### config.mk
export PLATFORM = sky130hd
export DESIGN_NAME = tpu_irq_ctrl
export DESIGN_NICKNAME = d
export VERILOG_FILES = /design/src/rtl/tpu_irq_pkg.sv /design/src/rtl/tpu_irq_prio_enc.sv /design/src/rtl/tpu_irq_ctrl.sv
export SDC_FILE = /design/constraint.sdc
export NUM_CORES = 1
export LEC_CHECK = 0
export ABC_AREA = 1
export BUFFER_PORTS_ARGS = -buffer_cell sky130_fd_sc_hd__buf_2
export CAP_MARGIN = 40
export CORE_MARGIN = 2
export CORE_UTILIZATION = 41
export CTS_CLUSTER_DIAMETER = 40
export DETAILED_ROUTE_END_ITERATION = 12
export HOLD_SLACK_MARGIN = 0.08
export PLACE_DENSITY = 0.77
export SLEW_MARGIN = 20
export SYNTH_ARGS = -nofsm -noshare
export SYNTH_HDL_FRONTEND = slang
export SYNTH_SLANG_ARGS = --single-unit
### constraint.sdc
create_clock -name SYS_CLK -period 1.3 [get_ports SYS_CLK]
set_clock_uncertainty 0.1 [all_clocks]
set_input_delay 0 -clock SYS_CLK [delete_from_list [all_inputs] [get_ports SYS_CLK]]
set_output_delay 0 -clock SYS_CLK [all_outputs]
set_load 0.02 [all_outputs]
### src/rtl/tpu_irq_pkg.sv
// Shared types and helpers for the TPU interrupt controller.
// Used by tpu_irq_ctrl and tpu_irq_prio_enc.
package tpu_irq_pkg;

  typedef enum logic [1:0] {IRQ_IDLE, IRQ_REQ, IRQ_SERVICE} irq_state_t;

  localparam int TIME_W = 7;

  function automatic int vec_w(input int n);
    return (n <= 2) ? 1 : $clog2(n);
  endfunction

endpackage

### src/rtl/tpu_irq_prio_enc.sv
// Lowest-index-first priority encoder; purely combinational.
// idx is 0 when no request is present.
module tpu_irq_prio_enc
  import tpu_irq_pkg::*;
#(
  parameter int NUM_SRC = 4,
  localparam int VEC_W = vec_w(NUM_SRC)
) (
  input  logic [NUM_SRC-1:0] req,
  output logic [VEC_W-1:0]   idx,
  output logic               any
);

  // Scanning downward lets the lowest set index overwrite higher ones.
  always_comb begin
    idx = '0;
    for (int i = NUM_SRC - 1; i >= 0; i--) begin
      if (req[i]) idx = VEC_W'(i);
    end
  end

  assign any = |req;

endmodule

### src/rtl/tpu_irq_ctrl.sv
// Edge-latching interrupt controller with REQ/ACK/EOI handshake to the CPU.
// Optional per-source timestamps when IRQ_STAMP_EN is defined.
module tpu_irq_ctrl
  import tpu_irq_pkg::*;
#(
  parameter int NUM_SRC = 4,
  localparam int VEC_W = vec_w(NUM_SRC)
) (
  input  logic               SYS_CLK,
  input  logic               RST_N,
  input  logic [NUM_SRC-1:0] IRQ_SRC,
  input  logic [NUM_SRC-1:0] IRQ_MASK,
  input  logic [NUM_SRC-1:0] IRQ_CLR,
  output logic               INT_REQ,
  output logic [VEC_W-1:0]   INT_VEC,
  input  logic               INT_ACK,
  input  logic               INT_EOI,
  output logic [NUM_SRC-1:0] PENDING,
`ifdef IRQ_STAMP_EN
  input  logic [TIME_W-1:0]  TIME,
  output logic [TIME_W-1:0]  INT_STAMP,
`endif
  output logic               INTFLAG
);

  irq_state_t         state, state_nx;
  logic [VEC_W-1:0]   vec, vec_nx;
  logic [NUM_SRC-1:0] src_q;
  logic [NUM_SRC-1:0] pending, pending_nx;
  logic [NUM_SRC-1:0] set_mask, ack_clr;
  logic [VEC_W-1:0]   enc_idx;
  logic               enc_any;
  logic               ack_ok;

  assign set_mask   = IRQ_SRC & ~src_q & IRQ_MASK;
  assign ack_ok     = (state == IRQ_REQ) && INT_ACK;
  assign ack_clr    = ack_ok ? (NUM_SRC'(1) << vec) : '0;
  // A new edge in the same cycle as a clear keeps the source pending.
  assign pending_nx = set_mask | (pending & ~(IRQ_CLR | ack_clr));

  tpu_irq_prio_enc #(.NUM_SRC(NUM_SRC)) u_prio_enc (
    .req (pending & IRQ_MASK),
    .idx (enc_idx),
    .any (enc_any)
  );

  always_comb begin
    state_nx = state;
    vec_nx   = vec;
    case (state)
      IRQ_IDLE: begin
        if (enc_any) begin
          state_nx = IRQ_REQ;
          vec_nx   = enc_idx;
        end
      end
      IRQ_REQ: begin
        // ACK takes priority over a withdrawal seen in the same cycle.
        if (INT_ACK) state_nx = IRQ_SERVICE;
        else if (!pending_nx[vec] || !IRQ_MASK[vec]) state_nx = IRQ_IDLE;
      end
      IRQ_SERVICE: begin
        if (INT_EOI) state_nx = IRQ_IDLE;
      end
      default: state_nx = IRQ_IDLE;
    endcase
  end

  always_ff @(posedge SYS_CLK or negedge RST_N) begin
    if (!RST_N) begin
      state   <= IRQ_IDLE;
      vec     <= '0;
      src_q   <= '0;
      pending <= '0;
    end else begin
      state   <= state_nx;
      vec     <= vec_nx;
      src_q   <= IRQ_SRC;
      pending <= pending_nx;
    end
  end

  assign INT_REQ = (state == IRQ_REQ);
  assign INT_VEC = vec;
  assign PENDING = pending;
  assign INTFLAG = pending[0];

`ifdef IRQ_STAMP_EN
  logic [TIME_W-1:0] stamp [NUM_SRC];

  always_ff @(posedge SYS_CLK or negedge RST_N) begin
    if (!RST_N) begin
      for (int i = 0; i < NUM_SRC; i++) stamp[i] <= '0;
    end else begin
      for (int i = 0; i < NUM_SRC; i++) begin
        if (set_mask[i]) stamp[i] <= TIME;
      end
    end
  end

  assign INT_STAMP = (state == IRQ_IDLE) ? '0 : stamp[vec];
`endif

endmodule

# After elaboration in Yosys (flattened, before gate mapping)
# Index checks and enable logic that the tools add are counted.
# W data, S select, Z words.
dict set report op_classes {
  order_cmp 1
  eq_ne 5
  shifts 1
  mux 14
  bitwise_logic 8
  n_reduce_logical 8
}
# cell n
set op_table {}
lappend op_table {{$and A4 B4 Y4} 4}
lappend op_table {{$mux W2} 8}
lappend op_table {{$not A4 Y4} 2}
lappend op_table {{$or A4 B4 Y4} 2}
lappend op_table {{$pmux W2 S3} 1}
lappend op_table {{$bmux W1 S2} 2}
lappend op_table {{$mux W4} 1}
lappend op_table {{$ne A2 B2 Y1 const B} 2}
lappend op_table {{$reduce_or A4 Y1} 1}
lappend op_table {{$shl A1 B2 Y4 const A} 1}
lappend op_table {{$lt A2 B3 Y1 const B} 1}
lappend op_table {{$ne A3 B1 Y1 const B} 1}
lappend op_table {{$reduce_and A3 Y1} 1}
lappend op_table {{$eq A2 B1 Y1 const B} 1}
lappend op_table {{$eq A2 B2 Y1 const B} 1}
lappend op_table {{$logic_not A1 Y1} 2}
lappend op_table {{$logic_not A2 Y1} 1}
lappend op_table {{$mux W1} 2}
lappend op_table {{$reduce_and A2 Y1} 1}
lappend op_table {{$logic_and A1 B1 Y1} 1}
lappend op_table {{$logic_or A1 B1 Y1} 1}
dict set report totals {
  register_bits 12
  out_inout_bits 8
  elab_cells 41
}

# Depth between registers and ports, before layout
# Gate-level depths: netlist of the first run.
dict set report logic_depth {
  depth_word 14
  mapped_depth 10
  ltp_nobuf 10
}

# Modules after synthesis
# A second synthesis of the first run with hierarchy kept.
dict set report hier_totals {
  cells_unflattened 91
  area_unflattened_um2 650.6
}
# mod instances cells_per_inst area_per_inst_um2 seq_area_each_um2
set by_module_without_submodules {}
lappend by_module_without_submodules {tpu_irq_ctrl 1 82 604.3 300.3}
lappend by_module_without_submodules {tpu_irq_prio_enc 1 9 46.3 0.0}

# Worst setup path after synthesis of the first run
# OpenSTA, ideal clock, no wires.
dict set report synth_path {
  path_kind {register -> register}
  startpoint {reg vec[0], in the netlist INT_VEC[0]}
  endpoint {reg state[0]}
  setup_ps 116
  arrival_time_ps 1058
  required_time_ps 1084
  path_slack_ps 26
  stages_incl_launch_ff 9
  n_path_buf 0
  period_less_slack_ps 1274
  path_cell_list {dfrtp_1 inv_2 nand2_1 o21bai_1 nand3_1 nand2_1 nor2_1 nand2_1 nand2_1}
}
dict set report synth_via {
  elab_chain_len 12
}
# element line_no
set synth_lines {}
lappend synth_lines {{start: declaration} tpu_irq_ctrl.sv:27} ;# logic [VEC_W-1:0] vec, vec_nx;
lappend synth_lines {{start signal: assignment} tpu_irq_ctrl.sv:77} ;# vec <= vec_nx;
lappend synth_lines {{$shl A1 B2 Y4} tpu_irq_ctrl.sv:37} ;# assign ack_clr = ack_ok ? (NUM_SRC'(1) << vec) : '0;
lappend synth_lines {{$mux W4} tpu_irq_ctrl.sv:37}
lappend synth_lines {{$or A4 B4 Y4} tpu_irq_ctrl.sv:39} ;# assign pending_nx = set_mask | (pending & ~(IRQ_CLR | ack_clr));
lappend synth_lines {{$not A4 Y4} tpu_irq_ctrl.sv:39}
lappend synth_lines {{$and A4 B4 Y4} tpu_irq_ctrl.sv:39}
lappend synth_lines {{$or A4 B4 Y4} tpu_irq_ctrl.sv:39}
lappend synth_lines {{$bmux W1 S2} tpu_irq_ctrl.sv:60} ;# else if (!pending_nx[vec] || !IRQ_MASK[vec]) state_nx = IRQ_IDLE;
lappend synth_lines {{$mux W1 (not written as such)} tpu_irq_ctrl.sv:60}
lappend synth_lines {{$logic_not A1 Y1} tpu_irq_ctrl.sv:60}
lappend synth_lines {{$logic_or A1 B1 Y1 *} tpu_irq_ctrl.sv:60}
lappend synth_lines {{$ne A3 B1 Y1 (no line) *} -}
lappend synth_lines {{$reduce_and A3 Y1 (no line) *} -}
lappend synth_lines {{end signal: assignment} tpu_irq_ctrl.sv:76} ;# state <= state_nx;
lappend synth_lines {{end: declaration} tpu_irq_ctrl.sv:26} ;# irq_state_t state, state_nx;
# Every way passes the cells marked *; elsewhere a longest branch is shown, timed or not. The select of a mux whose other input is x is not followed.
# A chain may end at the register's enable or synchronous reset.

# Worst setup path after layout of the first run
dict set report layout_path {
  startpoint {reg vec[1], in the netlist INT_VEC[1]}
  endpoint {reg state[0]}
}
dict set report layout_via {
  elab_chain_len 12
}
# element line_no
set layout_lines {}
lappend layout_lines {{$shl A1 B2 Y4} tpu_irq_ctrl.sv:37}
lappend layout_lines {{$mux W4} tpu_irq_ctrl.sv:37}
lappend layout_lines {{$or A4 B4 Y4} tpu_irq_ctrl.sv:39}
lappend layout_lines {{$not A4 Y4} tpu_irq_ctrl.sv:39}
lappend layout_lines {{$and A4 B4 Y4} tpu_irq_ctrl.sv:39}
lappend layout_lines {{$or A4 B4 Y4} tpu_irq_ctrl.sv:39}
lappend layout_lines {{named net pending_nx[0]} tpu_irq_ctrl.sv:29} ;# logic [NUM_SRC-1:0] pending, pending_nx;
lappend layout_lines {{$bmux W1 S2} tpu_irq_ctrl.sv:60}
lappend layout_lines {{$mux W1 (not written as such)} tpu_irq_ctrl.sv:60}
lappend layout_lines {{$logic_not A1 Y1} tpu_irq_ctrl.sv:60}
lappend layout_lines {{$logic_or A1 B1 Y1} tpu_irq_ctrl.sv:60}
lappend layout_lines {{$ne A3 B1 Y1 (no line)} -}
lappend layout_lines {{$reduce_and A3 Y1 (no line)} -}
# The timed path passes the listed nets, and every way through them passes these cells. The select of a mux whose other input is x is not followed.

==> results.json, run 1 <==
{
  "syn2layout_area_growth_pct": 56.7,
  "grt-ovfl-total": 0,
  "final-seq-area_um2": 303,
  "grt_pass1_wl_mm": 2.62,
  "rsz0062_at_grt": "yes",
  "drtAntennaViolNets": 0,
  "dpl_worst_slack_ps": -2.29,
  "core_area_mm2": 0.00147,
  "antenna_found_initial": 0,
  "hold_viol": 0,
  "routedWlPerCell_um": 10.9,
  "synth_nets": 101,
  "maxCapViolations": 0,
  "hold-worst-slack_ps": 273,
  "dp_cells": 123,
  "critPathMaxFanout": 7,
  "pin_count": 24,
  "clkSinkCount": 12,
  "layout.cells.non_filler": 145,
  "rows": 14,
  "clk_latency_ps": 280,
  "ys_ff_latch": 12,
  "numCtsBuffers": 3,
  "arrival_ps": 1360,
  "vias": 674,
  "cts_tree": "done",
  "htree_levels": 1,
  "portBuffers": 23,
  "diodes": 0,
  "setup_viol": 0,
  "syn-cell-area_um2": 627,
  "m1WireLength_um": 662,
  "multi_input_area_um2": 273,
  "clk_path_buf_depth": 2,
  "die_h_um": 43.1,
  "grt_start_max_net_pins": 13,
  "max_freq_mhz": 779,
  "leakage_nw": 0.544,
  "synthDistinctLibCells": 15,
  "die_w_um": 43.1,
  "seq_area_frac_synth_pct": 47.9,
  "relSlewSlack_pct": 82.0,
  "endpoint_kind": "flop",
  "fill_cells": 129,
  "synthCells": 85,
  "drv_slew": 0,
  "layout_setup_ws_ps": 15.6,
  "track_usage_pct": 19.5,
  "postLayoutCellArea_um2": 982,
  "worstPathRequired_ps": 1380,
  "placed_cell_area_um2": 754,
  "drt_iter0_drc": 25,
  "root_buffer": "clkbuf_4",
  "utilization_pct": 66.8,
  "met2_length_um": 808,
  "hold_depth": 2,
  "route.met3.wl_um": 68,
  "finalCritPeriodShare_pct": 98.8,
  "drive_above_1_share_pct": 31.8,
  "worstMarginPinSlew_ps": 270,
  "firstDrtPassIters": 4,
  "final.setup.tns_ps": 0,
  "finalNetCount": 146,
  "rr_worst_depth": 8,
  "reg2reg_setup_slack_ps": 20,
  "routed.top_layer": "met4",
  "start_kind": "flop",
  "gp_congestion": 0.875,
  "p_total_mw": 1.48,
  "dp_hpwl_mm": 1.07,
  "yosys_warnings": 0,
  "avgSynthCellArea_um2": 7.37,
  "clk_pin_slew_ps": 80,
  "initial_core_util_pct": 42.6,
  "vias_per_cell": 4.65,
  "ir_drop_mv": 1.23,
  "layout_min_cycle_time_ps": 1280,
  "status": "completed",
  "grt_pass1_vias": 648,
  "drc": 0,
  "drt_wl_total_mm": 1.58,
  "power.density_mw_per_mm2": 1510,
  "dieArea_mm2": 0.00186,
  "crit_type": "reg -> reg",
  "min_path_type": "in -> reg"
}
==> layer usage <==
layer | track usage [%] | vias to the layer above
met3 | 2.55 | 5
met1 | 22.8 | 291
met5 | 0 | -
li1 | - | 357
met2 | 33.7 | 21
met4 | 10.9 | 0
==> state kept, by name (all words and copies together), names as in the netlist <==
signal	count
src_q	4
state	2
PENDING	4
INT_VEC	2
==> Yosys cell counts <==
library cell,n,area share (%)
nand3_2,1,1.6
nor3_2,1,1.6
o21ai_1,5,4.0
o21ai_0,1,0.80
inv_1,12,7.2
nand3b_1,2,2.4
dfrtp_1,12,48
o31ai_1,1,1.2
buf_4,1,1.2
o21bai_1,1,1.2
nand3_1,9,7.2
nor2_1,9,5.4
nand2_1,25,15
nand2_2,1,1.0
inv_2,4,2.4
==> cell usage in the layout, fill, tap and decap left out, drive strengths merged <==
cell type,Yosys,layout
nand2,26,26
nand3b,2,2
buf,1,25
o21ai,6,6
o31ai,1,1
inv,16,16
dlygate4sd3,0,16
nor3,1,1
o21bai,1,1
nor2,9,9
dfrtp,12,12
nand3,10,10
clkbuf,0,4
==> kinds of logic (layout without fill, tap and decap cells) <==
| family | after synthesis | count (layout) | share of synthesized area [%] |
|---|---|---|---|
| buf+inv | 17 | 61 | 10.8 |
| simple gates | 48 | 48 | 34.1 |
| flops | 12 | 12 | 47.9 |
| compound gates | 8 | 8 | 7.19 |
==> area by class of cell <==
| type | instances | area share [%] |
|---|---|---|
| Clock buffer | 4 | 3.69 |
| Inverter | 16 | 6.11 |
| Multi-Input combinational cell | 56 | 27.8 |
| Sequential cell | 12 | 30.8 |
| Tap cell | 16 | 2.04 |
| Timing Repair Buffer | 41 | 29.6 |
==> worst paths after layout <==
| kind | endpoint | start |
|---|---|---|
| max | state[0] | INT_VEC[1] |
| min | src_q[3] | IRQ_SRC[3] |
| max reg2reg | state[0] | INT_VEC[1] |
| min in group asynchronous | PENDING[2] | RST_N |
| min reg2reg | PENDING[2] | src_q[2] |
| max in group asynchronous | INT_VEC[0] | RST_N |
==> critical path, stage by stage, from the launching register on <==
cell	delay [ps]
dfrtp_2	460
nor2_1	180
nand3_1	100
nand3_1	70
nand2_1	60
nand2_1	60
nand2_1	50
nand2_1	60
nand2_1	40
==> power by group <==
group	switching [mW]	internal, mW	total (mW)
Combinational	0.373	0.248	0.621
Sequential	0.107	0.456	0.563
Clock	0.129	0.170	0.299
Total	0.609	0.875	1.48
==> timing repair <==
| item | CTS | global route |
|---|---|---|
| pin swaps | 1 | 1 |
| hold buffers | 16 | 0 |
| gates resized for setup | 1 | 5 |
| buffers inserted | 1 | 1 |
| endpoints found under the hold margin | 24 | 0 |
| gates cloned | 0 | 0 |
| endpoints found under the setup margin | 1 | 1 |
(Power assumes the default switching activity.)
==> inputs of run 2 (changes only) <==
--- a/config.mk
+++ b/config.mk
@@ -12,8 +12,10 @@
 export CORE_UTILIZATION = 41
 export CTS_CLUSTER_DIAMETER = 40
 export DETAILED_ROUTE_END_ITERATION = 12
+export GPL_ROUTABILITY_DRIVEN = 0
 export HOLD_SLACK_MARGIN = 0.08
 export PLACE_DENSITY = 0.77
+export RECOVER_POWER = 100
 export SLEW_MARGIN = 20
 export SYNTH_ARGS = -nofsm -noshare
 export SYNTH_HDL_FRONTEND = slang
==> run 2 against run 1 <==
Core utilization down 0.77 points. Sequential share of layout area rose by 0.36 points. Global-route usage is the same. Cell count unchanged. Non-clock buffer count did not move. Combinational power down 0.8%. Clock power is essentially flat. Clock-buffer cell count is the same. Sequential cell count stayed put. Register-to-register slack hardly changed. Critical path depth unchanged. Die area unchanged.
==> results.json, run 2 (synthesis results as in run 1) <==
{
  "utilization_pct": 66.0,
  "critPathMaxFanout": 7,
  "crit_path_frequent_cell": "nand2_1",
  "crit_path_top_delay_cell": "dfrtp_2",
  "start_kind": "flop",
  "ir_drop_mv": 1.23,
  "routedWlPerCell_um": 10.9,
  "slowest_delay_ps": 460,
  "clk_latency_ps": 280,
  "htree_levels": 1,
  "cts_tree": "done",
  "hold-worst-slack_ps": 290,
  "clkSinkCount": 12,
  "initial_core_util_pct": 42.6,
  "worstMarginPinSlew_ps": 272,
  "drv_slew": 0,
  "drt_iter0_drc": 25,
  "setup_viol": 0,
  "core_area_mm2": 0.00147,
  "syn2layout_area_growth_pct": 54.9,
  "status": "completed",
  "portBuffers": 23,
  "dieArea_mm2": 0.00186,
  "drc": 0,
  "firstDrtPassIters": 4,
  "min_path_type": "in -> reg",
  "max_freq_mhz": 779,
  "power.density_mw_per_mm2": 1520,
  "diodes": 0,
  "clk_path_buf_depth": 2,
  "crit_type": "reg -> reg",
  "track_usage_pct": 19.5,
  "grt-ovfl-total": 0,
  "clk_pin_slew_ps": 80,
  "endpoint_kind": "flop",
  "arrival_ps": 1360,
  "vias_per_cell": 4.65,
  "rows": 14,
  "finalCritPeriodShare_pct": 98.8,
  "root_buffer": "clkbuf_4",
  "numCtsBuffers": 3,
  "dp_hpwl_mm": 1.07,
  "layout_setup_ws_ps": 15.8,
  "placed_cell_area_um2": 754,
  "postLayoutCellArea_um2": 971,
  "leakage_nw": 0.515,
  "finalNetCount": 146,
  "p_total_mw": 1.48,
  "die_w_um": 43.1,
  "worstPathCellList": "nor2_1 -> nand3_1 -> nand3_1 -> nand2_1 -> nand2_1 -> nand2_1 -> nand2_1 -> nand2_1",
  "drtAntennaViolNets": 0,
  "grt_start_max_net_pins": 13,
  "vias": 674,
  "dpl_worst_slack_ps": -2.29,
  "drive_above_1_share_pct": 24.8,
  "drt_wl_total_mm": 1.58,
  "relSlewSlack_pct": 81.9,
  "rsz0062_at_grt": "yes",
  "most-common-layout-cells": "nand2_1, dlygate4sd3_1, buf_2",
  "die_h_um": 43.1,
  "maxCapViolations": 0,
  "worstPathRequired_ps": 1380,
  "antenna_found_initial": 0,
  "grt_pass1_vias": 648,
  "layout_min_cycle_time_ps": 1280,
  "grt_pass1_wl_mm": 2.62,
  "final_common_cell": "nand2_1",
  "pin_count": 24,
  "hold_viol": 0
}
run 2: per-layer routing:
| layer | global-route usage [%] | part of all wire, % | vias to the layer above |
|---|---|---|---|
| met4 | 10.9 | 2.4 | 0 |
| met3 | 2.55 | 4.5 | 5 |
| met1 | 22.8 | 42 | 292 |
| li1 | - | - | 356 |
| met5 | 0 | 0 | - |
| met2 | 33.7 | 51 | 21 |
run 2: metrics by stage:
step,std cells,setup TNS (ps)
6_report,145,0
5_1_grt,145,-63.5
4_1_cts,144,0
3_5_place_dp,123,-2.29
3_3_place_gp,123,0
2_1_floorplan,85,0
run 2: area by class of cell:
cell class | instances | area, um^2
inverter | 16 | 60.1
fill | 136 | 500
timing repair buffer | 41 | 279
tap | 16 | 20.0
multi-input combinational | 56 | 273
clock buffer | 4 | 36.3
sequential | 12 | 303
run 2: final timing paths:
kind / start / to / cells after the start / slack (ps)
worst max-delay path: INT_VEC[1] / state[0] / 8 / 20
worst min-delay path: IRQ_SRC[3] / src_q[3] / 2 / 290
worst max register to register: INT_VEC[1] / state[0] / 8 / 20
worst min register to register: src_q[2] / PENDING[2] / 3 / 420
max in group asynchronous: RST_N / INT_VEC[0] / 3 / 300
min in group asynchronous: RST_N / PENDING[2] / 3 / 570
run 2: critical path: cells and delay by family, from the launching register on:
kind | cells | cell delay, ps
flops | 1 | 460
simple gates | 8 | 620
run 2: timing repair:
item / 4_1_cts / 5_1_grt
hold buffers: 16 / 0
endpoints found under the hold margin: 24 / 0
buffers inserted: 1 / 1
gates resized for setup: 1 / 5
pin swaps: 1 / 1
endpoints found under the setup margin: 1 / 1
run 2: where the power goes:
| part | total, mW | switching, mW | internal (mW) |
|---|---|---|---|
| sequential | 0.564 | 0.108 | 0.456 |
| combinational | 0.616 | 0.374 | 0.242 |
| clock | 0.299 | 0.129 | 0.170 |
==> inputs of run 3 (changes only) <==
--- a/config.mk
+++ b/config.mk
@@ -14,7 +14,7 @@
 export DETAILED_ROUTE_END_ITERATION = 12
 export GPL_ROUTABILITY_DRIVEN = 0
 export HOLD_SLACK_MARGIN = 0.08
-export PLACE_DENSITY = 0.77
+export PLACE_DENSITY = 0.75
 export RECOVER_POWER = 100
 export SLEW_MARGIN = 20
 export SYNTH_ARGS = -nofsm -noshare
==> run 3 against run 2 <==
The flow now finishes with violations (negative setup slack). Fmax shrank 1.3%. Sequential power grew 2%. Design area up 0.13%. Global-route usage is 1.1 points lower. Wire length up 0.44%. Clock power decreased by 27%. Sequential share of layout area about the same. Via count rose by 4.5%. Worst hold slack improved by 14 ps. Setup slack worse by 17 ps. Total power decreased by 3.7%.
==> results.json, run 3 (synthesis results as in run 1) <==
{
  "finalNetCount": 147,
  "portBuffers": 23,
  "final_common_cell": "nand2_1",
  "finalCritPeriodShare_pct": 100,
  "rows": 14,
  "dieArea_mm2": 0.00186,
  "dp_cells": 123,
  "arrival_ps": 1360,
  "diodes": 0,
  "layout_min_cycle_time_ps": 1300,
  "rsz0062_at_grt": "yes",
  "die_h_um": 43.1,
  "clkSinkCount": 12,
  "relSlewSlack_pct": 82.3,
  "most-common-layout-cells": "nand2_1, dlygate4sd3_1, buf_2",
  "p_total_mw": 1.42,
  "vias_per_cell": 4.86,
  "layout.cells.non_filler": 145,
  "grt_pass1_wl_mm": 2.53,
  "initial_core_util_pct": 42.6,
  "clk_pin_slew_ps": 70,
  "crit_type": "reg -> reg",
  "status": "complete, but fails checks",
  "setup_viol": 1,
  "maxCapViolations": 0,
  "hold_viol": 0,
  "max_freq_mhz": 769,
  "drtAntennaViolNets": 0,
  "syn2layout_area_growth_pct": 55.1,
  "cts_tree": "done",
  "root_buffer": "clkbuf_4",
  "final.setup.tns_ps": -0.871,
  "clk_path_buf_depth": 2,
  "firstDrtPassIters": 4,
  "worstMarginPinSlew_ps": 266,
  "dpl_worst_slack_ps": 12.5,
  "dp_hpwl_mm": 1.05,
  "die_w_um": 43.1,
  "pin_count": 24,
  "routedWlPerCell_um": 11.0,
  "endpoint_kind": "flop",
  "placed_cell_area_um2": 754,
  "drt_wl_total_mm": 1.59,
  "drt_iter0_drc": 27,
  "power.density_mw_per_mm2": 1470,
  "grt_start_max_net_pins": 13,
  "postLayoutCellArea_um2": 972,
  "htree_levels": 1,
  "core_area_mm2": 0.00147,
  "antenna_found_initial": 0,
  "clk_latency_ps": 270,
  "numCtsBuffers": 3,
  "track_usage_pct": 18.4,
  "min_path_type": "in -> reg",
  "violations": "negative setup slack",
  "utilization_pct": 66.1,
  "vias": 704,
  "layout_setup_ws_ps": -0.871,
  "grt_pass1_vias": 631,
  "critPathMaxFanout": 6,
  "drv_slew": 0,
  "drc": 0,
  "drive_above_1_share_pct": 27.1,
  "hold-worst-slack_ps": 304,
  "start_kind": "flop",
  "leakage_nw": 0.516,
  "ir_drop_mv": 0.972,
  "grt-ovfl-total": 0,
  "worstPathRequired_ps": 1360
}
==> run 3: worst max-delay path, stage by stage (launching register included) <==
cell and delay (ps):
dfrtp_2 460, inv_2 90, nand2_2 50, o21bai_1 190, nand3_1 100, nand2_1 70
nor2_1 40, nand2_1 40, nand2_1 40
==> run 3: path summary, 6_finish.rpt <==
path,startpoint,to,slack (ps),depth (start not counted)
max,INT_VEC[0],state[0],-0.9,8
min,IRQ_SRC[3],src_q[3],300,2
max reg2reg,INT_VEC[0],state[0],-0.9,8
min reg2reg,src_q[2],PENDING[2],420,3
max in group asynchronous,RST_N,INT_VEC[0],290,3
min in group asynchronous,RST_N,PENDING[0],580,3
==> run 3: cell type report <==
| class | count | area [um^2] |
|---|---|---|
| fill | 134 | 499 |
| sequential | 12 | 303 |
| timing repair buffer | 42 | 288 |
| multi-input combinational | 56 | 279 |
| inverter | 16 | 60.1 |
| clock buffer | 3 | 22.5 |
| tap | 16 | 20.0 |
==> run 3: timing repair <==
action / 4_1_cts / 5_1_grt
pin swaps: 2 / 3
setup endpoints to repair: 1 / 1
hold endpoints to repair: 24 / 0
hold buffers: 16 / 0
gates resized for setup: 3 / 5
buffers inserted: 1 / 2
==> run 3: report_power, final <==
part           switching (mW)  internal, mW  total (mW)
clock network           0.112         0.107       0.219
registers               0.119         0.456       0.575
logic                   0.377         0.253       0.630
==> run 3: routing by layer <==
metal / vias up / routed length, um / track usage, %
met1: 317 / 699 / 22.7
met3: 4 / 69 / 2.55
met4: 0 / 27 / 9.09
li1: 356 / - / -
met2: 27 / 795 / 31.0
met5: - / 0 / 0
